### src/rtl/interrupt_ctrl_if.sv
// interrupt_ctrl_if: CPU data bus between the core and the interrupt controller registers
interface interrupt_ctrl_if;
  logic        clk_en;
  logic [11:0] memory_addr;
  logic        memory_read_en;
  logic        memory_write_en;
  logic [3:0]  memory_write_data;
  logic [3:0]  memory_read_data;
  logic        bus_hit;
  modport master (
    output clk_en, memory_addr, memory_read_en, memory_write_en, memory_write_data,
    input  memory_read_data, bus_hit
  );
  modport slave (
    input  clk_en, memory_addr, memory_read_en, memory_write_en, memory_write_data,
    output memory_read_data, bus_hit
  );
endinterface

### src/rtl/interrupt_ctrl.sv
// interrupt_ctrl: event flags, masks, button synchronizers and registered interrupt requests
module interrupt_ctrl (
  input  logic              clk,
  input  logic              reset_n,
  interrupt_ctrl_if.slave   bus,
  input  logic [3:0]        clock_timer_evt,
  input  logic [1:0]        stopwatch_evt,
  input  logic              prog_timer_evt,
  input  logic              serial_evt,
  input  logic [3:0]        input_k0,
  input  logic              input_k1,
  output logic [14:0]       interrupt_req
);
  logic [3:0] it, eit, eik0, dfk0, k0_m, k0_s, k0_d, rdata;
  logic [1:0] isw, eisw;
  logic       ipt, isio, ik0, ik1, eipt, eisio, eik1, k1_m, k1_s, k1_d, hit, rd, wr;
  logic [11:0] a;
  assign a  = bus.memory_addr;
  assign rd = bus.clk_en & bus.memory_read_en;
  assign wr = bus.clk_en & bus.memory_write_en;
  assign bus.memory_read_data = rdata;
  assign bus.bus_hit = hit;
  // zero-latency register read mux and address decode
  always_comb begin
    rdata = 4'h0;
    hit   = 1'b1;
    case (a)
      12'hE00: rdata = it;
      12'hE01: rdata = {2'b0, isw};
      12'hE02: rdata = {3'b0, ipt};
      12'hE03: rdata = {3'b0, isio};
      12'hE04: rdata = {3'b0, ik0};
      12'hE05: rdata = {3'b0, ik1};
      12'hE10: rdata = eit;
      12'hE11: rdata = {2'b0, eisw};
      12'hE12: rdata = {3'b0, eipt};
      12'hE13: rdata = {3'b0, eisio};
      12'hE14: rdata = eik0;
      12'hE15: rdata = {3'b0, eik1};
      12'hE40: rdata = k0_s;
      12'hE41: rdata = dfk0;
      12'hE42: rdata = {3'b0, k1_s};
      default: hit = 1'b0;
    endcase
  end
  // flags: events always set, a qualified read clears, and a coincident event wins over the clear
  always_ff @(posedge clk or negedge reset_n)
    if (!reset_n) begin
      it   <= 4'h0;
      isw  <= 2'b0;
      ipt  <= 1'b0;
      isio <= 1'b0;
      ik0  <= 1'b0;
      ik1  <= 1'b0;
    end else begin
      it   <= (rd && a == 12'hE00 ? 4'h0 : it) | clock_timer_evt;
      isw  <= (rd && a == 12'hE01 ? 2'b0 : isw) | stopwatch_evt;
      ipt  <= (rd && a == 12'hE02 ? 1'b0 : ipt) | prog_timer_evt;
      isio <= (rd && a == 12'hE03 ? 1'b0 : isio) | serial_evt;
      ik0  <= (rd && a == 12'hE04 ? 1'b0 : ik0) | |((k0_s ^ k0_d) & (k0_s ^ dfk0) & eik0);
      ik1  <= (rd && a == 12'hE05 ? 1'b0 : ik1) | (k1_d & ~k1_s & eik1);
    end
  // mask and K0 compare registers written from the CPU bus
  always_ff @(posedge clk or negedge reset_n)
    if (!reset_n) begin
      eit   <= 4'h0;
      eisw  <= 2'b0;
      eipt  <= 1'b0;
      eisio <= 1'b0;
      eik0  <= 4'h0;
      eik1  <= 1'b0;
      dfk0  <= 4'hF;
    end else if (wr) begin
      eit   <= a == 12'hE10 ? bus.memory_write_data : eit;
      eisw  <= a == 12'hE11 ? bus.memory_write_data[1:0] : eisw;
      eipt  <= a == 12'hE12 ? bus.memory_write_data[0] : eipt;
      eisio <= a == 12'hE13 ? bus.memory_write_data[0] : eisio;
      eik0  <= a == 12'hE14 ? bus.memory_write_data : eik0;
      eik1  <= a == 12'hE15 ? bus.memory_write_data[0] : eik1;
      dfk0  <= a == 12'hE41 ? bus.memory_write_data : dfk0;
    end
  // two-flop pin synchronizers plus one delayed copy for change detection
  always_ff @(posedge clk or negedge reset_n)
    if (!reset_n) begin
      {k0_m, k0_s, k0_d} <= 12'hFFF;
      {k1_m, k1_s, k1_d} <= 3'b111;
    end else begin
      {k0_m, k0_s, k0_d} <= {input_k0, k0_m, k0_s};
      {k1_m, k1_s, k1_d} <= {input_k1, k1_m, k1_s};
    end
  // requests registered from flags and masks; IK0 is already mask-qualified when set
  always_ff @(posedge clk or negedge reset_n)
    if (!reset_n) interrupt_req <= 15'h0;
    else interrupt_req <= {9'h0, |(it & eit), |(isw & eisw), ik0, ik1 & eik1, isio & eisio, ipt & eipt};
endmodule

### src/flat_wrapper.sv
// flat-port wrapper written by rule: the top's interface ports become plain ports
module interrupt_ctrl_flat 
  (clk, reset_n, clock_timer_evt, stopwatch_evt, prog_timer_evt, serial_evt, input_k0, input_k1, interrupt_req, bus_clk_en, bus_memory_addr, bus_memory_read_en, bus_memory_write_en, bus_memory_write_data, bus_memory_read_data, bus_bus_hit);
  interrupt_ctrl_if bus_i ();
  input  logic clk;
  input  logic reset_n;
  input  logic [3:0] clock_timer_evt;
  input  logic [1:0] stopwatch_evt;
  input  logic prog_timer_evt;
  input  logic serial_evt;
  input  logic [3:0] input_k0;
  input  logic input_k1;
  output logic [14:0] interrupt_req;
  input wire logic [$bits(bus_i.clk_en)-1:0] bus_clk_en;
  input wire logic [$bits(bus_i.memory_addr)-1:0] bus_memory_addr;
  input wire logic [$bits(bus_i.memory_read_en)-1:0] bus_memory_read_en;
  input wire logic [$bits(bus_i.memory_write_en)-1:0] bus_memory_write_en;
  input wire logic [$bits(bus_i.memory_write_data)-1:0] bus_memory_write_data;
  output wire logic [$bits(bus_i.memory_read_data)-1:0] bus_memory_read_data;
  output wire logic [$bits(bus_i.bus_hit)-1:0] bus_bus_hit;
  assign bus_i.clk_en = bus_clk_en;
  assign bus_i.memory_addr = bus_memory_addr;
  assign bus_i.memory_read_en = bus_memory_read_en;
  assign bus_i.memory_write_en = bus_memory_write_en;
  assign bus_i.memory_write_data = bus_memory_write_data;
  assign bus_memory_read_data = bus_i.memory_read_data;
  assign bus_bus_hit = bus_i.bus_hit;
  interrupt_ctrl u_core (.clk(clk), .reset_n(reset_n), .bus(bus_i), .clock_timer_evt(clock_timer_evt), .stopwatch_evt(stopwatch_evt), .prog_timer_evt(prog_timer_evt), .serial_evt(serial_evt), .input_k0(input_k0), .input_k1(input_k1), .interrupt_req(interrupt_req));
endmodule
### config.mk
export PLATFORM = sky130hd
export DESIGN_NAME = interrupt_ctrl_flat
export DESIGN_NICKNAME = d
export VERILOG_FILES = /design/src/rtl/interrupt_ctrl_if.sv /design/src/rtl/interrupt_ctrl.sv /design/src/flat_wrapper.sv
export SDC_FILE = /design/constraint.sdc
export NUM_CORES = 1
export LEC_CHECK = 0
export ABC_AREA = 1
export CORE_ASPECT_RATIO = 0.5
export CORE_UTILIZATION = 50
export CTS_CLUSTER_DIAMETER = 80
export DETAILED_ROUTE_END_ITERATION = 8
export PLACE_DENSITY_LB_ADDON = 0.3
export SETUP_SLACK_MARGIN = 0.1
export SLEW_MARGIN = 20
export SYNTH_ARGS = -nofsm -noshare
export SYNTH_HDL_FRONTEND = slang
export SYNTH_SLANG_ARGS = --single-unit
### constraint.sdc
create_clock -name clk -period 3.01 [get_ports clk]
set_input_delay 0.301 -clock clk [delete_from_list [all_inputs] [get_ports clk]]
set_output_delay 0.301 -clock clk [all_outputs]
set_load 0.1 [all_outputs]
==> run_results.csv, run 1 <==
group,metric,value,unit
power_and_ir_drop,p_leak,1.43,nW
floorplan,num_rows,17,
worst_hold_path,hold_class,"in -> async",
timing,setup_viol,0,
timing,worst_slew_pin_slew,962,ps
synth,ys_ff_latch,48,
synth,yosys.cell_count.top_type,"nand2_1",
clock_network,clock_latency,310,ps
layout,nFillCells,378,
detailed_routing,drt_wl_total,5360,um
setup_path,worstPathCellList,"clkdlybuf4s50_1 > nor2_1 > nand2_1 > nor2_4 > nand3_1 > nand2_1 > inv_1 > nand2_1 > nor2_1 > nand2_1 > buf_12",
synth,ys_top_cells_by_count,"nand2_1, inv_1, dfrtp_1",
setup_path,worstPathMaxFanout,13,
layout,final_nets,374,
timing,setup_ws,677,ps
placed_design,dpl_cell_area,2950,um2
detailed_routing,routedWlPerCell,13.2,um
detailed_routing,antenna_left,0,
setup_path,path_common_cell,"nand2_1",
power_and_ir_drop,ir_drop,0.221,mV
detailed_routing,drtIter0Drc,164,
layout,layout.cell_area.non_filler,3080,um2
synth,synth_compound_area_share,9.45,%
detailed_routing,routed_via_density,5.19,
setup_path,cp-start-kind,"input pin",
synth,synth_simple_gate_area_share,30.1,%
timing,rsz0062_at_grt,"no",
clock_network,numCtsBuffers,5,
synth,ys.flop_type,"dfrtp_1",
synth,synth.distinct_cells,26,
layout,layout-drive-gt1-share,18.2,%
placed_design,place.gp.congestion,0.937,
synth,syn_area,2440,um2
timing,max_freq,429,MHz
synth,synth_top_area_share,29.8,%
synth,synthAdderAreaFrac,0,%
timing,report.final.slew_viol_count,0,
timing,finalSetupTns,0,ps
synth,synth-xor-area-share,0,%
timing,fin_skew,7.90,ps
floorplan,ios,54,
synth,synth_top_cells_by_area,"dfrtp_1, dfstp_2, nand2_1",
floorplan,fp.dieH,51.4,um
global_routing,grt_pass1_vias,1920,
setup_path,crit_type,"in -> out",
floorplan,die-area,5170,um2
synth,yosysSeqAreaShare,50.3,%
detailed_routing,vias,2114,
timing,slew-limit-headroom,35.7,%
job,max_cap_viol_count,0,
synth,synth-edff-count,0,
power_and_ir_drop,powerDensity,425,nW/um2
placed_design,place_ws,687,ps
clock_network,postCtsSetupRepairBufs,0,
setup_path,required,2710,ps
layout,diodes,0,
setup_path,end_kind,"output pin",
detailed_routing,drcViolationCount,0,
detailed_routing,drt_pass1_iterations,5,
timing,final.period_utilization,77.5,%
clock_network,holdBufCountCts,0,
layout,finalCoreUtilization,67.9,%
synth,netlist_instances,291,
synth,yosys-mux-area-fraction,0,%
clock_network,clock_sinks,48,
synth,avgSynthCellArea,8.37,um2
layout,seqCellArea,1220,um2
synth,synth_top_family_by_area,"simple AND/OR/NAND/NOR gates",
global_routing,antenna_found_initial,0,
synth,ys.warnings.count,0,
floorplan,die_x,101,um
status,status,"complete, but fails checks",
synth,synth_top_area_cell,"dfrtp_1",
placed_design,portBuffers,44,
status,violations,"negative hold slack",
placed_design,dp_hpwl,4050,um
global_routing,grt_first_pass_wirelength,8850,um
layout,multiInputGateArea,997,um2
setup_path,slowest_stage,"clkdlybuf4s50_1",
global_routing,overflow,0,
clock_network,clk_root_buffer_cell,"clkbuf_8",
global_routing,grt_max_degree,49,
setup_path,critical-path-max-stage-delay,450,ps
clock_network,cts_resized,0,
setup_path,arrival,2030,ps
layout,syn_to_final_growth,26.3,%
clock_network,clock_path_buffers,2,
timing,period_minus_slack,2330,ps
clock_network,path_clk_slew,90,ps
timing,hold_viol,3,
global_routing,grt_usage,22.9,%
synth,synthArstFlopShare,100,%
clock_network,cts_tree,"done",
timing,fin_worst_hold_slack,-1.43,ps
floorplan,start_util,53.8,%
floorplan,core_area,4530,um2
clock_network,ctsHtreeMaxLevel,2,
-- stage by stage --
step | instances | total power, mW
3_5_place_dp | 399 | 0.834
2_1_floorplan | 299 | 0.774
5_1_grt | 407 | 1.35
3_3_place_gp | 399 | 0.831
4_1_cts | 407 | 1.31
6_report | 407 | 1.31
-- worst max-delay path, delay by kind of cell --
family / cells / cell delay [ps]
AND/OR/NAND/NOR: 8 / 1060
buffers and inverters: 3 / 670
-- routing by layer --
layer | part of all wire (%) | vias to the layer above | track usage (%)
met3 | 8.4 | 13 | 6.29
li1 | - | 1006 | -
met4 | 1.4 | 0 | 6.52
met2 | 45 | 95 | 36.6
met1 | 45 | 1000 | 30.9
met5 | 0 | - | 0
-- state kept, by name (all words and copies together), names as in the netlist, 2 cells and up --
| register | flops |
|---|---|
| u_core.it | 4 |
| u_core.eit | 4 |
| u_core.k0_d | 4 |
| u_core.eisw | 2 |
| u_core.k0_m | 4 |
| u_core.isw | 2 |
| u_core.interrupt_req | 6 |
| u_core.dfk0 | 4 |
| u_core.eik0 | 4 |
| u_core.k0_s | 4 |
-- kinds of logic (layout without fill, tap and decap cells) --
group / Yosys count / after routing
DFF: 48 / 48
buffers and inverters: 54 / 96
and+or+nand+nor: 148 / 148
AOI/OAI and AO/OA: 40 / 40
other: 1 / 9
-- power breakdown --
| group | leakage (nW) | total, mW | internal [mW] | switching (mW) |
|---|---|---|---|---|
| Sequential | 0.536 | 0.670 | 0.664 | 0.00572 |
| Combinational | 0.830 | 0.153 | 0.0486 | 0.104 |
| Clock | 0.0618 | 0.485 | 0.265 | 0.220 |
-- path summary, 6_finish.rpt --
kind | from | end | slack [ps] | cells after the start
setup / recovery | bus_memory_addr[6] | bus_memory_read_data[0] | 680 | 11
hold / removal | reset_n | u_core.eik0[2]$_DFFE_PN0P_ | -1 | 1
setup reg to reg | u_core.k0_s[0]$_DFF_PN1_ | u_core.ik0$_DFF_PN0_ | 1760 | 6
hold reg to reg | u_core.k0_m[3]$_DFF_PN1_ | u_core.k0_s[3]$_DFF_PN1_ | 360 | 0
max in group asynchronous | reset_n | u_core.dfk0[1]$_DFFE_PN1P_ | 2620 | 1
min in group clk | u_core.k0_m[3]$_DFF_PN1_ | u_core.k0_s[3]$_DFF_PN1_ | 360 | 0
-- cell usage in the layout, fill, tap and decap left out, types with 10 or more instances in the layout --
master,Yosys,final
clkdlybuf4s50_1,0,37
dfrtp_1,29,29
dfstp_2,19,19
inv_1,40,40
nand2_1,68,68
nand2_2,10,10
nand3_1,17,17
nor2_1,20,20
nor2_4,10,10
o21ai_0,12,12
o21ai_1,15,15
-- layout make-up --
| cell class | instances | area share [%] |
|---|---|---|
| inverter | 44 | 5.37 |
| timing repair buffer | 44 | 15.8 |
| clock buffer | 8 | 3.98 |
| multi-input combinational | 197 | 32.4 |
| sequential | 48 | 39.8 |
| tap | 66 | 2.68 |
No activity file was read; power rests on OpenSTA's default activity.
==> run 2, diff against run 1 <==
Clock period 3.01 ns to 2.4 ns, I/O delays scaled along.
==> run 2 against run 1 <==
The flow now finishes without violations; critical path depth is the same; flip-flop and latch count unchanged; first-iteration DRC count fell by 13%; total power up 20%; register-to-register slack got worse by 580 ps; utilization is 1.1 points higher; worst hold slack gained 330 ps; combinational power rose by 29%; non-clock buffer count is 10 higher; via count up 1.8%; setup slack got worse by 470 ps; largest power group unchanged; highest routed layer unchanged.
==> run_results.csv, run 2 (same netlist as run 1, synthesis figures left out) <==
group,metric,value,unit
clock_network,clk_root_buffer_cell,"clkbuf_8",
job,max_cap_viol_count,0,
setup_path,cp-start-kind,"input pin",
worst_hold_path,worstHoldEndpoint,"u_core.k0_m[0]$_DFF_PN1_",
global_routing,grt_max_degree,18,
setup_path,reg2reg_slack,1180,ps
floorplan,die-area,5170,um2
global_routing,grt_usage,24.3,%
layout,layout_commonest_cell,"nand2_1",
floorplan,start_util,53.8,%
placed_design,place.gp.congestion,0.930,
detailed_routing,vias,2152,
placed_design,place_ws,193,ps
detailed_routing,drcViolationCount,0,
status,status,"finished clean",
worst_hold_path,min_delay_path_depth,1,
setup_path,r2r-end,"u_core.ik0$_DFF_PN0_",
timing,setup_ws,207,ps
layout,multiInputGateArea,1000,um2
setup_path,end_kind,"output pin",
floorplan,num_rows,17,
layout,top_register,"u_core.interrupt_req",
worst_hold_path,hold_class,"in -> reg",
global_routing,overflow,0,
timing,hold_viol,0,
detailed_routing,antenna_left,0,
setup_path,slowest_stage,"clkdlybuf4s50_1",
timing,rsz0062_at_grt,"no",
global_routing,use_met3,6.16,%
layout,largest_reg_flops,6,
clock_network,path_clk_slew,90,ps
clock_network,clock_latency,320,ps
timing,setup_viol,0,
clock_network,ctsHtreeMaxLevel,2,
power_and_ir_drop,ir_drop,0.257,mV
setup_path,critical-path-max-stage-delay,470,ps
clock_network,cts_tree,"done",
global_routing,antenna_found_initial,0,
placed_design,portBuffers,44,
timing,fin_skew,13.7,ps
setup_path,required,2160,ps
setup_path,r2r_start,"u_core.k0_s[0]$_DFF_PN1_",
detailed_routing,drt_wl_total,5820,um
setup_path,worstPathMaxFanout,5,
layout,diodes,0,
clock_network,clock_sinks,48,
clock_network,numCtsBuffers,5,
power_and_ir_drop,p_leak,1.48,nW
global_routing,grt_pass1_vias,1974,
setup_path,crit_type,"in -> out",
floorplan,core_area,4530,um2
power_and_ir_drop,power,1.57,mW
layout,final_nets,384,
detailed_routing,routedWlPerCell,14.0,um
global_routing,grt.met2_usage,37.8,%
setup_path,arrival,1950,ps
setup_path,reg2regPathDepth,6,
layout,nFillCells,367,
timing,period_minus_slack,2190,ps
timing,final.period_utilization,91.4,%
detailed_routing,drt_pass1_iterations,5,
timing,max_freq,456,MHz
global_routing,grt_util_met1,33.3,%
power_and_ir_drop,powerDensity,501,nW/um2
setup_path,worstPathCellList,"clkdlybuf4s50_1 > inv_1 > nand2_2 > nor2_2 > nand2_2 > nor2_4 > nand2_1 > o21ai_0 > nor2_1 > nand2_1 > buf_12",
layout,final_cell_mix,"nand2_1, inv_1, clkdlybuf4s50_1, dfrtp_1, nor2_1",
worst_hold_path,hp-start,"input_k0[0]",
global_routing,grt_first_pass_wirelength,9310,um
timing,finalSetupTns,0,ps
detailed_routing,routed_via_density,5.16,
global_routing,grt.busiest_layer,"met2",
placed_design,dp_hpwl,4220,um
layout,seqCellArea,1220,um2
timing,report.final.slew_viol_count,0,
detailed_routing,drtIter0Drc,142,
layout,layout-drive-gt1-share,21.9,%
layout,syn_to_final_growth,28.5,%
floorplan,ios,54,
clock_network,clock_path_buffers,2,
floorplan,fp.dieH,51.4,um
floorplan,die_x,101,um
[run 2: cell count changes in the layout (fill, tap and decap cells not counted), sizes merged]
cell,previous run,this run
clkdlybuf4s50,37,32
clkinv,0,1
inv,44,45
buf,7,20
clkbuf,8,7
dlygate4sd3,0,1
[run 2: cell type report]
type | count | share of cell area (%)
Sequential cell | 48 | 39.1
Tap cell | 66 | 2.64
Clock buffer | 6 | 2.64
Clock inverter | 2 | 0.440
Inverter | 44 | 5.28
Multi-Input combinational cell | 197 | 32.0
Timing Repair Buffer | 54 | 17.8
[run 2: how the worst max path moves through the flow]
| stage | start | end | slack, ps |
|---|---|---|---|
| after global placement | bus_memory_addr[10] | bus_memory_read_data[1] | 260 |
| after detailed placement | bus_memory_addr[6] | bus_memory_read_data[1] | 190 |
| after floorplan | bus_memory_addr[10] | bus_bus_hit | 470 |
| after CTS | bus_memory_addr[6] | bus_memory_read_data[1] | 180 |
| final | bus_memory_addr[0] | bus_memory_read_data[1] | 210 |
| after global routing | bus_memory_addr[6] | bus_memory_read_data[0] | 100 |
[run 2: where the power goes]
| part | internal, mW | total (mW) | switching (mW) | leakage [nW] |
|---|---|---|---|---|
| clock | 0.236 | 0.531 | 0.294 | 0.0516 |
| combinational | 0.0651 | 0.198 | 0.133 | 0.888 |
| sequential | 0.833 | 0.840 | 0.00728 | 0.536 |
[run 2: repair_timing]
action | in CTS | in global routing
resized for setup | 0 | 1
endpoints found under the hold margin | 9 | 0
setup buffers | 0 | 6
hold buffers | 1 | 0
setup endpoints to repair | 0 | 4
[run 2: metal layers]
metal / up-vias / share of wire, %
li1: 1029 / -
met1: 1000 / 42
met2: 109 / 46
met3: 14 / 10
met4: 0 / 1.6
met5: - / 0
[run 2: worst max-delay path, delay by kind of cell]
kind / cells / cell delay, ps
compound gates: 1 / 110
buf+inv: 3 / 770
simple gates: 7 / 830
[run 2: through the flow]
step | cell area [um2] | util, % | std cells | hold WS (ps)
CTS | 3070 | 67.7 | 411 | 321
global placement | 2960 | 65.4 | 402 | 164
detailed placement | 2960 | 65.4 | 402 | 172
global route | 3130 | 69.1 | 417 | 318
finish | 3130 | 69.1 | 417 | 327
floorplan | 2470 | - | 299 | -55.6
==> run 3, diff against run 2 <==
Settings changed: CORE_ASPECT_RATIO 0.5 to default, REMOVE_ABC_BUFFERS from default to 1.
==> run 3 against run 2 <==
Maximum frequency up 1.8%; critical path depth decreased by 2; die area down 0.33%; first-iteration DRC count down 16%; non-clock buffer count shrank 8; setup slack gained 39 ps; largest cell class unchanged.
==> run_results.csv, run 3 (same netlist as run 1, synthesis figures left out) <==
group,metric,value,unit
status,status,"finished clean",
setup_path,crit_type,"in -> out",
setup_path,crit_start,"bus_memory_addr[6]",
timing,setup_ws,246,ps
floorplan,num_rows,25,
power_and_ir_drop,ir_drop,0.441,mV
setup_path,worstPathCellList,"clkdlybuf4s50_1 > nor2_1 > nand2_1 > nor2_4 > nand2_2 > o21ai_1 > a21oi_1 > nand2_1 > buf_12",
clock_network,path_clk_slew,80,ps
layout,multiInputGateArea,1000,um2
timing,worst_slew_pin_slew,844,ps
timing,finalSetupTns,0,ps
clock_network,clock_sinks,48,
clock_network,clock_path_buffers,2,
layout,final_cell_mix,"nand2_1, inv_1, clkdlybuf4s50_1, dfrtp_1",
setup_path,path_buf_inv,2,
global_routing,antenna_found_initial,0,
timing,fin_skew,8.55,ps
setup_path,cp_top_family,"simple AND/OR/NAND/NOR gates",
setup_path,required,2160,ps
detailed_routing,drtIter0Drc,119,
layout,largest_reg_flops,6,
layout,finalCoreUtilization,64.8,%
placed_design,place_ws,228,ps
timing,setup_viol,0,
floorplan,ios,54,
layout,diodes,0,
placed_design,place.gp.congestion,0.902,
detailed_routing,routedWlPerCell,12.6,um
timing,final.period_utilization,89.7,%
clock_network,clock_latency,300,ps
detailed_routing,antenna_left,0,
clock_network,numCtsBuffers,5,
layout,layout_commonest_cell,"nand2_1",
timing,slew-limit-headroom,43.7,%
setup_path,r2r_start,"u_core.k0_s[1]$_DFF_PN1_",
layout,seqCellArea,1220,um2
setup_path,slowest_stage,"clkdlybuf4s50_1",
power_and_ir_drop,p_leak,1.43,nW
floorplan,fp.dieH,71.8,um
clock_network,holdBufCountCts,0,
setup_path,path_common_cell,"nand2_1",
detailed_routing,drcViolationCount,0,
clock_network,ctsHtreeMaxLevel,2,
worst_hold_path,hold_class,"in -> async",
layout,layout-drive-gt1-share,20.7,%
global_routing,grt_pass1_vias,1955,
setup_path,cp-start-kind,"input pin",
floorplan,start_util,51.9,%
layout,final_nets,376,
detailed_routing,vias,1969,
job,max_cap_viol_count,0,
layout,nFillCells,396,
clock_network,clk_root_buffer_cell,"clkbuf_8",
floorplan,core_area,4690,um2
setup_path,reg2reg_slack,1120,ps
setup_path,critical-path-max-stage-delay,450,ps
placed_design,portBuffers,44,
global_routing,grt_max_degree,41,
power_and_ir_drop,power,1.53,mW
setup_path,arrival,1910,ps
placed_design,dp_hpwl,3810,um
layout,syn_to_final_growth,24.8,%
timing,rsz0062_at_grt,"yes",
detailed_routing,drt_wl_total,4990,um
power_and_ir_drop,powerDensity,504,nW/um2
detailed_routing,routed_via_density,4.96,
clock_network,cts_tree,"done",
setup_path,end_kind,"output pin",
detailed_routing,drt_pass1_iterations,4,
setup_path,worstPathMaxFanout,13,
floorplan,die-area,5160,um2
timing,period_minus_slack,2150,ps
global_routing,overflow,0,
timing,hold_viol,0,
global_routing,grt_first_pass_wirelength,8690,um
timing,report.final.slew_viol_count,0,
layout,top_register,"u_core.interrupt_req",
global_routing,grt_usage,22.1,%
timing,max_freq,464,MHz
floorplan,die_x,71.8,um
run 3: cell types whose count changed in the layout (fill, tap and decap cells not counted):
cell,previous run,this run
nor2_2,3,5
dlygate4sd3_1,1,0
nor2_1,20,19
nor2_4,11,10
buf_12,6,5
buf_4,13,8
clkbuf_2,1,0
run 3: layout make-up:
cell class / count / share of cell area [%]
clock inverters: 2 / 0.453
flip-flops and latches: 48 / 40.3
multi-input cells: 197 / 32.9
repair buffers: 46 / 16.0
inverters: 44 / 5.43
well taps: 54 / 2.22
clock buffers: 6 / 2.72
run 3: repair_timing:
action	in CTS	in global routing
setup buffers	0	0
resized for setup	0	1
setup endpoints to repair	0	1
run 3: final timing paths:
| kind | to | cells past startpoint |
|---|---|---|
| max in group asynchronous | u_core.dfk0[3]$_DFFE_PN1P_ | 2 |
| min in group clk | u_core.k0_m[0]$_DFF_PN1_ | 1 |
| worst max-delay path | bus_memory_read_data[2] | 9 |
| worst max register to register | u_core.ik0$_DFF_PN0_ | 6 |
| worst min register to register | u_core.k0_s[2]$_DFF_PN1_ | 0 |
| worst min-delay path | u_core.interrupt_req[1]$_DFF_PN0_ | 1 |
run 3: worst reg2reg max path, cell delays in order, from the launching register on:
cell	delay (ps)
dfstp_2	540
inv_1	70
and3_1	140
o21ai_0	220
nand2_1	80
inv_1	50
nand4_1	60
run 3: report_power, final:
| group | total [mW] | internal [mW] | switching, mW |
|---|---|---|---|
| logic | 0.192 | 0.0626 | 0.129 |
| registers | 0.840 | 0.833 | 0.00730 |
| clock network | 0.498 | 0.235 | 0.263 |
run 3: metal layers:
layer	global-route usage (%)	up-vias	routed length, um
met3	4.64	7	213
met4	7.84	0	56
li1	-	1006	-
met2	37.0	49	2390
met1	28.5	907	2330
met5	0	-	0
run 3: metrics by stage:
step	instance area (um2)	hold slack, ps	std cells
after detailed placement	2940	347	389
final	3040	30.5	397
after global routing	3040	133	397
after CTS	3040	76.9	397
after global placement	2940	346	389
after floorplan	2390	-55.6	289
